**config.mk**
```make
export PLATFORM = sky130hd
export DESIGN_NAME = truth_table_scanner_flat
export DESIGN_NICKNAME = d
export VERILOG_FILES = /design/src/rtl/truth_table_scanner_if.sv /design/src/rtl/truth_table_scanner.sv /design/src/flat_wrapper.sv
export SDC_FILE = /design/constraint.sdc
export NUM_CORES = 1
export LEC_CHECK = 0
export CAP_MARGIN = 20
export CORE_ASPECT_RATIO = 1.25
export CORE_MARGIN = 4
export CORE_UTILIZATION = 42
export CTS_CLUSTER_DIAMETER = 200
export CTS_CLUSTER_SIZE = 10
export DETAILED_ROUTE_END_ITERATION = 10
export PLACE_DENSITY = 0.73
export SYNTH_ARGS = -nofsm -noshare
export SYNTH_HDL_FRONTEND = slang
export SYNTH_SLANG_ARGS = --single-unit
```
**constraint.sdc**
```tcl
create_clock -name clk -period 4.5 [get_ports clk]
set_clock_uncertainty 0.2 [all_clocks]
set_input_delay 0.9 -clock clk [delete_from_list [all_inputs] [get_ports clk]]
set_output_delay 0.9 -clock clk [all_outputs]
set_load 0.01 [all_outputs]
```
**src/rtl/truth_table_scanner_if.sv**
```systemverilog
// Bundle between the scanner and its controller/function block.
// Optional fail-capture signals exist only when TT_FAIL_CAPTURE_EN is defined.
interface truth_table_scanner_if;
    logic        start;
    logic [15:0] expected;
    logic        f_in;
    logic        a;
    logic        b;
    logic        c;
    logic        d;
    logic        busy;
    logic        done;
    logic [15:0] truth_table;
    logic        pass;
    logic [1:0]  dbg_state;
`ifdef TT_FAIL_CAPTURE_EN
    logic [3:0]  first_fail;
    logic        fail_valid;
`endif

    // start is a level request accepted only while busy is low; done is a
    // one-cycle pulse, and truth_table/pass stay valid until the next accept.
    modport master (
        output start, expected, f_in,
        input  a, b, c, d, busy, done, truth_table, pass, dbg_state
`ifdef TT_FAIL_CAPTURE_EN
        , input first_fail, fail_valid
`endif
    );

    modport slave (
        input  start, expected, f_in,
        output a, b, c, d, busy, done, truth_table, pass, dbg_state
`ifdef TT_FAIL_CAPTURE_EN
        , output first_fail, fail_valid
`endif
    );
endinterface

```
**src/rtl/truth_table_scanner.sv**
```systemverilog
// Walks {a,b,c,d} through all 16 minterms, samples f_in after SETTLE cycles each,
// and compares the captured table to a latched mask. Optional: TT_FAIL_CAPTURE_EN.
module truth_table_scanner #(
    parameter int unsigned SETTLE = 1
) (
    input  logic                  clk,
    input  logic                  reset,
    truth_table_scanner_if.slave  bus
);
    typedef enum logic [1:0] {
        S_IDLE   = 2'd0,
        S_SETTLE = 2'd1,
        S_SAMPLE = 2'd2,
        S_FIN    = 2'd3
    } state_e;

    localparam logic [2:0] SETTLE_LAST = 3'(SETTLE - 1);

    state_e      state_q;
    logic [3:0]  idx_q;
    logic [3:0]  idx_d;
    logic [2:0]  cnt_q;
    logic        busy_q;
    logic        done_q;
    logic        pass_q;
    logic [15:0] table_q;
    logic [15:0] exp_q;
`ifdef TT_FAIL_CAPTURE_EN
    logic [3:0]  first_fail_q;
    logic        fail_valid_q;
`endif

    assign idx_d = idx_q + 4'd1;

    always_ff @(posedge clk) begin
        if (reset) begin
            state_q      <= S_IDLE;
            idx_q        <= 4'd0;
            cnt_q        <= 3'd0;
            busy_q       <= 1'b0;
            done_q       <= 1'b0;
            pass_q       <= 1'b0;
            table_q      <= 16'd0;
            exp_q        <= 16'd0;
`ifdef TT_FAIL_CAPTURE_EN
            first_fail_q <= 4'd0;
            fail_valid_q <= 1'b0;
`endif
        end else begin
            done_q <= 1'b0;
            case (state_q)
                S_IDLE: begin
                    if (bus.start) begin
                        state_q      <= S_SETTLE;
                        idx_q        <= 4'd0;
                        cnt_q        <= 3'd0;
                        busy_q       <= 1'b1;
                        pass_q       <= 1'b0;
                        table_q      <= 16'd0;
                        exp_q        <= bus.expected;
`ifdef TT_FAIL_CAPTURE_EN
                        first_fail_q <= 4'd0;
                        fail_valid_q <= 1'b0;
`endif
                    end
                end
                S_SETTLE: begin
                    if (cnt_q == SETTLE_LAST) begin
                        state_q <= S_SAMPLE;
                    end else begin
                        cnt_q <= cnt_q + 3'd1;
                    end
                end
                S_SAMPLE: begin
                    table_q[idx_q] <= bus.f_in;
`ifdef TT_FAIL_CAPTURE_EN
                    // Indices are visited in ascending order, so the first hit is the lowest.
                    if (!fail_valid_q && (bus.f_in != exp_q[idx_q])) begin
                        first_fail_q <= idx_q;
                        fail_valid_q <= 1'b1;
                    end
`endif
                    if (idx_q == 4'd15) begin
                        state_q <= S_FIN;
                    end else begin
                        idx_q   <= idx_d;
                        cnt_q   <= 3'd0;
                        state_q <= S_SETTLE;
                    end
                end
                S_FIN: begin
                    done_q  <= 1'b1;
                    pass_q  <= (table_q == exp_q);
                    busy_q  <= 1'b0;
                    state_q <= S_IDLE;
                end
                default: state_q <= S_IDLE;
            endcase
        end
    end

    // The index register is the function-block drive; it holds in IDLE and FIN.
    assign bus.a           = idx_q[3];
    assign bus.b           = idx_q[2];
    assign bus.c           = idx_q[1];
    assign bus.d           = idx_q[0];
    assign bus.busy        = busy_q;
    assign bus.done        = done_q;
    assign bus.pass        = pass_q;
    assign bus.truth_table = table_q;
    assign bus.dbg_state   = state_q;
`ifdef TT_FAIL_CAPTURE_EN
    assign bus.first_fail  = first_fail_q;
    assign bus.fail_valid  = fail_valid_q;
`endif
endmodule

```
**src/flat_wrapper.sv**
```systemverilog
// flat-port wrapper written by rule: the top's interface ports become plain ports
module truth_table_scanner_flat 
#(
    parameter int unsigned SETTLE = 1
)
  (clk, reset, bus_start, bus_expected, bus_f_in, bus_a, bus_b, bus_c, bus_d, bus_busy, bus_done, bus_truth_table, bus_pass, bus_dbg_state);
  truth_table_scanner_if bus_i ();
  input  logic clk;
  input  logic reset;
  input wire logic [$bits(bus_i.start)-1:0] bus_start;
  input wire logic [$bits(bus_i.expected)-1:0] bus_expected;
  input wire logic [$bits(bus_i.f_in)-1:0] bus_f_in;
  output wire logic [$bits(bus_i.a)-1:0] bus_a;
  output wire logic [$bits(bus_i.b)-1:0] bus_b;
  output wire logic [$bits(bus_i.c)-1:0] bus_c;
  output wire logic [$bits(bus_i.d)-1:0] bus_d;
  output wire logic [$bits(bus_i.busy)-1:0] bus_busy;
  output wire logic [$bits(bus_i.done)-1:0] bus_done;
  output wire logic [$bits(bus_i.truth_table)-1:0] bus_truth_table;
  output wire logic [$bits(bus_i.pass)-1:0] bus_pass;
  output wire logic [$bits(bus_i.dbg_state)-1:0] bus_dbg_state;
  assign bus_i.start = bus_start;
  assign bus_i.expected = bus_expected;
  assign bus_i.f_in = bus_f_in;
  assign bus_a = bus_i.a;
  assign bus_b = bus_i.b;
  assign bus_c = bus_i.c;
  assign bus_d = bus_i.d;
  assign bus_busy = bus_i.busy;
  assign bus_done = bus_i.done;
  assign bus_truth_table = bus_i.truth_table;
  assign bus_pass = bus_i.pass;
  assign bus_dbg_state = bus_i.dbg_state;
  truth_table_scanner #(.SETTLE(SETTLE)) u_core (.clk(clk), .reset(reset), .bus(bus_i));
endmodule
```
==> results.cfg, run 1 <==
[logic_synthesis]
synthTopCellsByCount = nand2_1, dfxtp_1, a21oi_1, nand3_1, xor2_1
ys_top_cells_by_area = dfxtp_1, a21oi_1, nand2_1
synth.most_common_cell = nand2_1
async_flop_share_pct = 0
ys_ff_latch = 44
synth_warnings = 0
synth-seq-area-share_pct = 41.5
syn_inst = 259
syn-num-nets = 285
syn_area_um2 = 2120
syn_avg_cell_area_um2 = 8.19
synth_area_leader_cell = dfxtp_1
ys_types = 37
synth_enable_flop_cells = 0
synth_top_area_share_pct = 41.5
synth_flop_cell = dfxtp_1

[cells_and_area]
drive_above_1_share_pct = 5.03
synthToLayoutAreaGrowth_pct = 25.7
multiInputGateArea_um2 = 1140
num_antenna_cells = 0
finish.net_count = 323
regArea_um2 = 881
fill_cells = 446

[pwr]
p_total_uw = 778
p_int_uw = 577
seq_power_share_pct = 53.6
power-per-cell-area_nw_per_um2 = 292
net-switching-power_uw = 202
pwr-share-comb_pct = 13.5
pwr-share-clk_pct = 32.9
ir_drop_mv = 0.164
p_leak_uw = 0.00102
switching_share_pct = 25.9

[global_route]
antenna_found_initial = 0
grtUsageTotal_pct = 16.8
grt_max_degree = 29
grt_pass1_wl_um = 8300
grt_pass1_vias = 1803
grt_overflow = 0

[timing]
max_slew_margin_pct = 49.5
finalSetupTns_ns = 0
min_period_ns = 2.84
setup_viol = 0
rsz0062_at_grt = false
min_period_over_period_pct = 63.1
finalHoldViolations = 0
tightest_slew_ns = 0.757
fmax_mhz = 352
slew_viol_final = 0

[worst_setup_path]
cp-startpoint = u_core.bus.dbg_state[1]$_SDFFE_PP0P_
crit_path_top_delay_cell = dfxtp_1
path_depth = 1
crit_type = flip-flop to output pin
end_kind = output pin
critPathMaxFanout = 22
worstSetupStartpointType = flip-flop
required_ns = 3.40
timing.rr.end = u_core.bus.pass$_SDFFE_PP0P_
crit_buf_inv = 1
critPathTopFamily = flip-flops
cp-endpoint = bus_dbg_state[1]
r2r-start = u_core.bus.dbg_state[1]$_SDFFE_PP0P_
r2r_cells = 5
slowest_delay_ns = 0.77
r2r_slack_ns = 2.43
crit_arrival_ns = 1.74
crit_chain = clkdlybuf4s50_1

[clock_tree]
insertion_delay_ns = 0.30
postCtsHoldBufs = 0
clk_pin_slew_ns = 0.08
post-cts-setup-buffer-count = 0
cts_max_path_buffers = 2
cts_made_buffers = 5
cts_resized = 0
cts_root_buffer = clkbuf_8
tritoncts = yes
h-tree-depth = 2
numClockSinks = 44

[die]
start_util_pct = 44.2
rows = 28
die_area_um2 = 6260
ios = 45
die_w_um = 71.6
core_area_um2 = 4800
die_h_um = 87.4

[placement]
gp_congestion = 0.805
dp_hpwl_um = 3600
io_buffers = 44

[route]
drt-total-wl_um = 5030
vias = 1867
drc = 0
avgViaCountPerCell = 5.22
wl_per_cell_um = 14.1
ant_nets = 0
drt_iter0_markers = 102
drt_first_pass_iters = 4

[run]
maxCapViolCount = 0

[outcome]
status = finished, final reports clean

[min_path]
hold_path_class = flip-flop to flip-flop
## worst min-delay path by stage
stage / start / end / slack (ns) / cells after the start
after floorplan: u_core.exp_q[10]$_SDFFE_PP0P_ / u_core.exp_q[10]$_SDFFE_PP0P_ / 0.25 / 2
after global placement: u_core.bus.pass$_SDFFE_PP0P_ / u_core.bus.pass$_SDFFE_PP0P_ / 0.25 / 2
after detailed placement: u_core.bus.pass$_SDFFE_PP0P_ / u_core.bus.pass$_SDFFE_PP0P_ / 0.26 / 2
after CTS: u_core.bus.pass$_SDFFE_PP0P_ / u_core.bus.pass$_SDFFE_PP0P_ / 0.27 / 2
after global routing: u_core.exp_q[10]$_SDFFE_PP0P_ / u_core.exp_q[10]$_SDFFE_PP0P_ / 0.29 / 2
final: u_core.bus.pass$_SDFFE_PP0P_ / u_core.bus.pass$_SDFFE_PP0P_ / 0.26 / 2
## state kept, by name, summed over array words and instances, names as in the netlist
name and flops:
u_core.bus.truth_table 16, u_core.exp_q 16, u_core.idx_q 4, u_core.cnt_q 3, u_core.bus.dbg_state 2, u_core.bus.busy 1
u_core.bus.done 1, u_core.bus.pass 1
## placed cells by master, fill, tap and decap left out, drive strengths merged, types with 2 or more instances in the layout
cell and count:
nand2 51, clkdlybuf4s50 44, dfxtp 44, a21oi 40, nand3 15, xor2 15
o21ai 14, a21boi 11, clkbuf 7, ha 6, and3 5, nor3 5
nor2 5, inv 4, nand2b 4, nor4 3, xnor2 3, nor2b 3
nand4 3, buf 2, nor4b 2, and2b 2
## layout make-up
type                            count  area share [%]
Multi-Input combinational cell    196            43.0
Sequential cell                    44            33.1
Timing Repair Buffer               46            17.1
Clock buffer                        7            3.24
Tap cell                           60            2.82
Inverter                            4           0.563
Clock inverter                      1           0.282
## cell families (layout without fill, tap and decap cells)
group / count (synthesis) / count (layout) / synth area share (%)
AND/OR/NAND/NOR: 102 / 102 / 24.3
AO/OA/AOI/OAI: 69 / 69 / 18.2
flip-flops: 44 / 44 / 41.5
buffers and inverters: 19 / 58 / 4.48
XOR/XNOR: 18 / 18 / 7.43
adder cells (fa/ha/maj): 6 / 6 / 3.54
multiplexers: 1 / 1 / 0.472
## worst reg2reg max path: cells and delay by family (launching register included)
family | cells | cell delay (ns)
AOI/OAI and AO/OA | 1 | 0.06
buffers and inverters | 1 | 0.32
DFF | 1 | 0.54
and+or+nand+nor | 3 | 0.87
## power groups by stage
stage / registers, µW / logic (µW) / clock network, µW
6_report: 417 / 105 / 256
5_1_grt: 420 / 117 / 281
4_1_cts: 417 / 106 / 263
3_5_place_dp: 426 / 105 / 0
3_3_place_gp: 426 / 104 / 0
2_1_floorplan: 422 / 69.8 / 0
## routing by layer
layer  wire, µm  GRT usage [%]  part of all wire (%)
met5          0              0                     0
met1       2280           20.7                    45
met4         76           6.84                   1.5
met2       2440           28.2                    48
met3        238           3.46                   4.7
## metrics by stage
stage | cell area, µm² | util (%) | hold slack [ns] | worst slack, ns | std cells
finish | 2670 | 55.5 | 0.261 | 1.66 | 358
global route | 2670 | 55.5 | 0.290 | 1.55 | 358
CTS | 2670 | 55.5 | 0.269 | 1.66 | 358
detailed placement | 2570 | 53.6 | 0.257 | 1.61 | 350
global placement | 2570 | 53.6 | 0.253 | 1.68 | 350
floorplan | 2120 | - | 0.248 | 2.61 | 259
Power figures use the tool's default switching activity.
==> run 2, diff against run 1 <==
PLACE_DENSITY = 0.76   (was 0.73)
clock period = 2.6 ns   (was 4.5 ns; I/O delays follow)
==> run 2 against run 1 <==
Against the previous run:
- via count grew 2.3%
- sequential power grew 72%
- worst setup slack lost 1.3 ns
- clock-buffer cell count shrank 2
- global-route usage is essentially flat
- hold slack gained 0.0041 ns
- total power grew 86%
==> results.cfg, run 2 (synthesis results as in run 1) <==
[timing]
finalHoldViolations = 0
tightest_slew_ns = 0.505
max_slew_margin_pct = 66.1
rsz0062_at_grt = false
setup_viol = 0
fin_ws_ns = 0.410
finalSetupTns_ns = 0
min_period_over_period_pct = 84.2
min_period_ns = 2.19
slew_viol_final = 0
fmax_mhz = 457

[placement]
dp_hpwl_um = 3680
gp_congestion = 0.902
io_buffers = 44
dp_slack_ns = 0.442
place_area_um2 = 2610

[outcome]
status = finished, final reports clean

[worst_setup_path]
crit_buf_inv = 1
crit_chain = clkdlybuf4s50_1
required_ns = 1.88
critPathTopFamily = buffers and inverters
end_kind = output pin
slowest_delay_ns = 0.61
crit_path_top_delay_cell = clkdlybuf4s50_1
critPathMaxFanout = 9
crit_type = flip-flop to output pin
worstSetupStartpointType = flip-flop
crit_arrival_ns = 1.47

[route]
drt_first_pass_iters = 4
vias = 1910
avgViaCountPerCell = 5.28
drt-total-wl_um = 5090
ant_nets = 0
drc = 0
drt_iter0_markers = 138
wl_per_cell_um = 14.0

[cells_and_area]
multiInputGateArea_um2 = 1140
num_antenna_cells = 0
layout_common_cells = nand2_1, clkdlybuf4s50_1, dfxtp_1
drive_above_1_share_pct = 6.62
synthToLayoutAreaGrowth_pct = 28.7
finish.net_count = 327
regArea_um2 = 881
fill_cells = 446
fin_area_um2 = 2730
final_common_cell = nand2_1

[clock_tree]
cts_root_buffer = clkbuf_8
cts_made_buffers = 5
h-tree-depth = 2
post-cts-setup-buffer-count = 0
cts_max_path_buffers = 2
tritoncts = yes
cts_resized = 0
postCtsHoldBufs = 0
clk_pin_slew_ns = 0.09
numClockSinks = 44
insertion_delay_ns = 0.29

[pwr]
power-per-cell-area_nw_per_um2 = 529
ir_drop_mv = 0.307
p_total_uw = 1440
p_leak_uw = 0.00106

[run]
maxCapViolCount = 0

[die]
ios = 45
rows = 28
core_area_um2 = 4800
die_w_um = 71.6
start_util_pct = 44.2
die_area_um2 = 6260
die_h_um = 87.4

[global_route]
antenna_found_initial = 0
grtUsageTotal_pct = 16.8
grt_overflow = 0
grt_pass1_wl_um = 8400
grt_pass1_vias = 1832
grt_max_degree = 45

[min_path]
hold_path_class = flip-flop to flip-flop
run 2: routing by layer:
metal	vias to the layer above	share of wire, %	GRT usage [%]
met5	-	0	0
met4	0	1.3	5.30
met3	6	5.2	3.12
met2	56	51	28.5
met1	883	43	21.4
li1	965	-	-
run 2: final timing paths:
kind                                 from  slack (ns)  depth (start not counted)                      endpoint
min reg2reg  u_core.bus.pass$_SDFFE_PP0P_        0.26                          2  u_core.bus.pass$_SDFFE_PP0P_
max          u_core.idx_q[2]$_SDFFE_PP0P_        0.41                          1                         bus_b
min          u_core.bus.pass$_SDFFE_PP0P_        0.26                          2  u_core.bus.pass$_SDFFE_PP0P_
max reg2reg  u_core.idx_q[0]$_SDFFE_PP0P_        0.72                          5  u_core.cnt_q[2]$_SDFFE_PP0P_
run 2: where the power goes:
group	total (µW)	switching, µW	leakage, µW	internal (µW)
clock	529	240	0.0000548	289
combinational	198	104	0.000644	93.7
sequential	717	19.7	0.000358	698
total	1440	363	0.00106	1080
run 2: per-stage QoR:
step / utilization, % / hold slack, ns / instances
3_5_place_dp: 54.5 / 0.258 / 354
4_1_cts: 56.9 / 0.271 / 362
3_3_place_gp: 54.5 / 0.250 / 354
2_1_floorplan: - / 0.248 / 259
5_1_grt: 56.9 / 0.294 / 362
6_report: 56.9 / 0.265 / 362
run 2: cell type report:
class,instances,area share (%)
Clock buffer,5,2.52
Sequential cell,44,32.3
Tap cell,60,2.75
Multi-Input combinational cell,196,42.0
Timing Repair Buffer,50,18.2
Clock inverter,3,1.70
Inverter,4,0.550
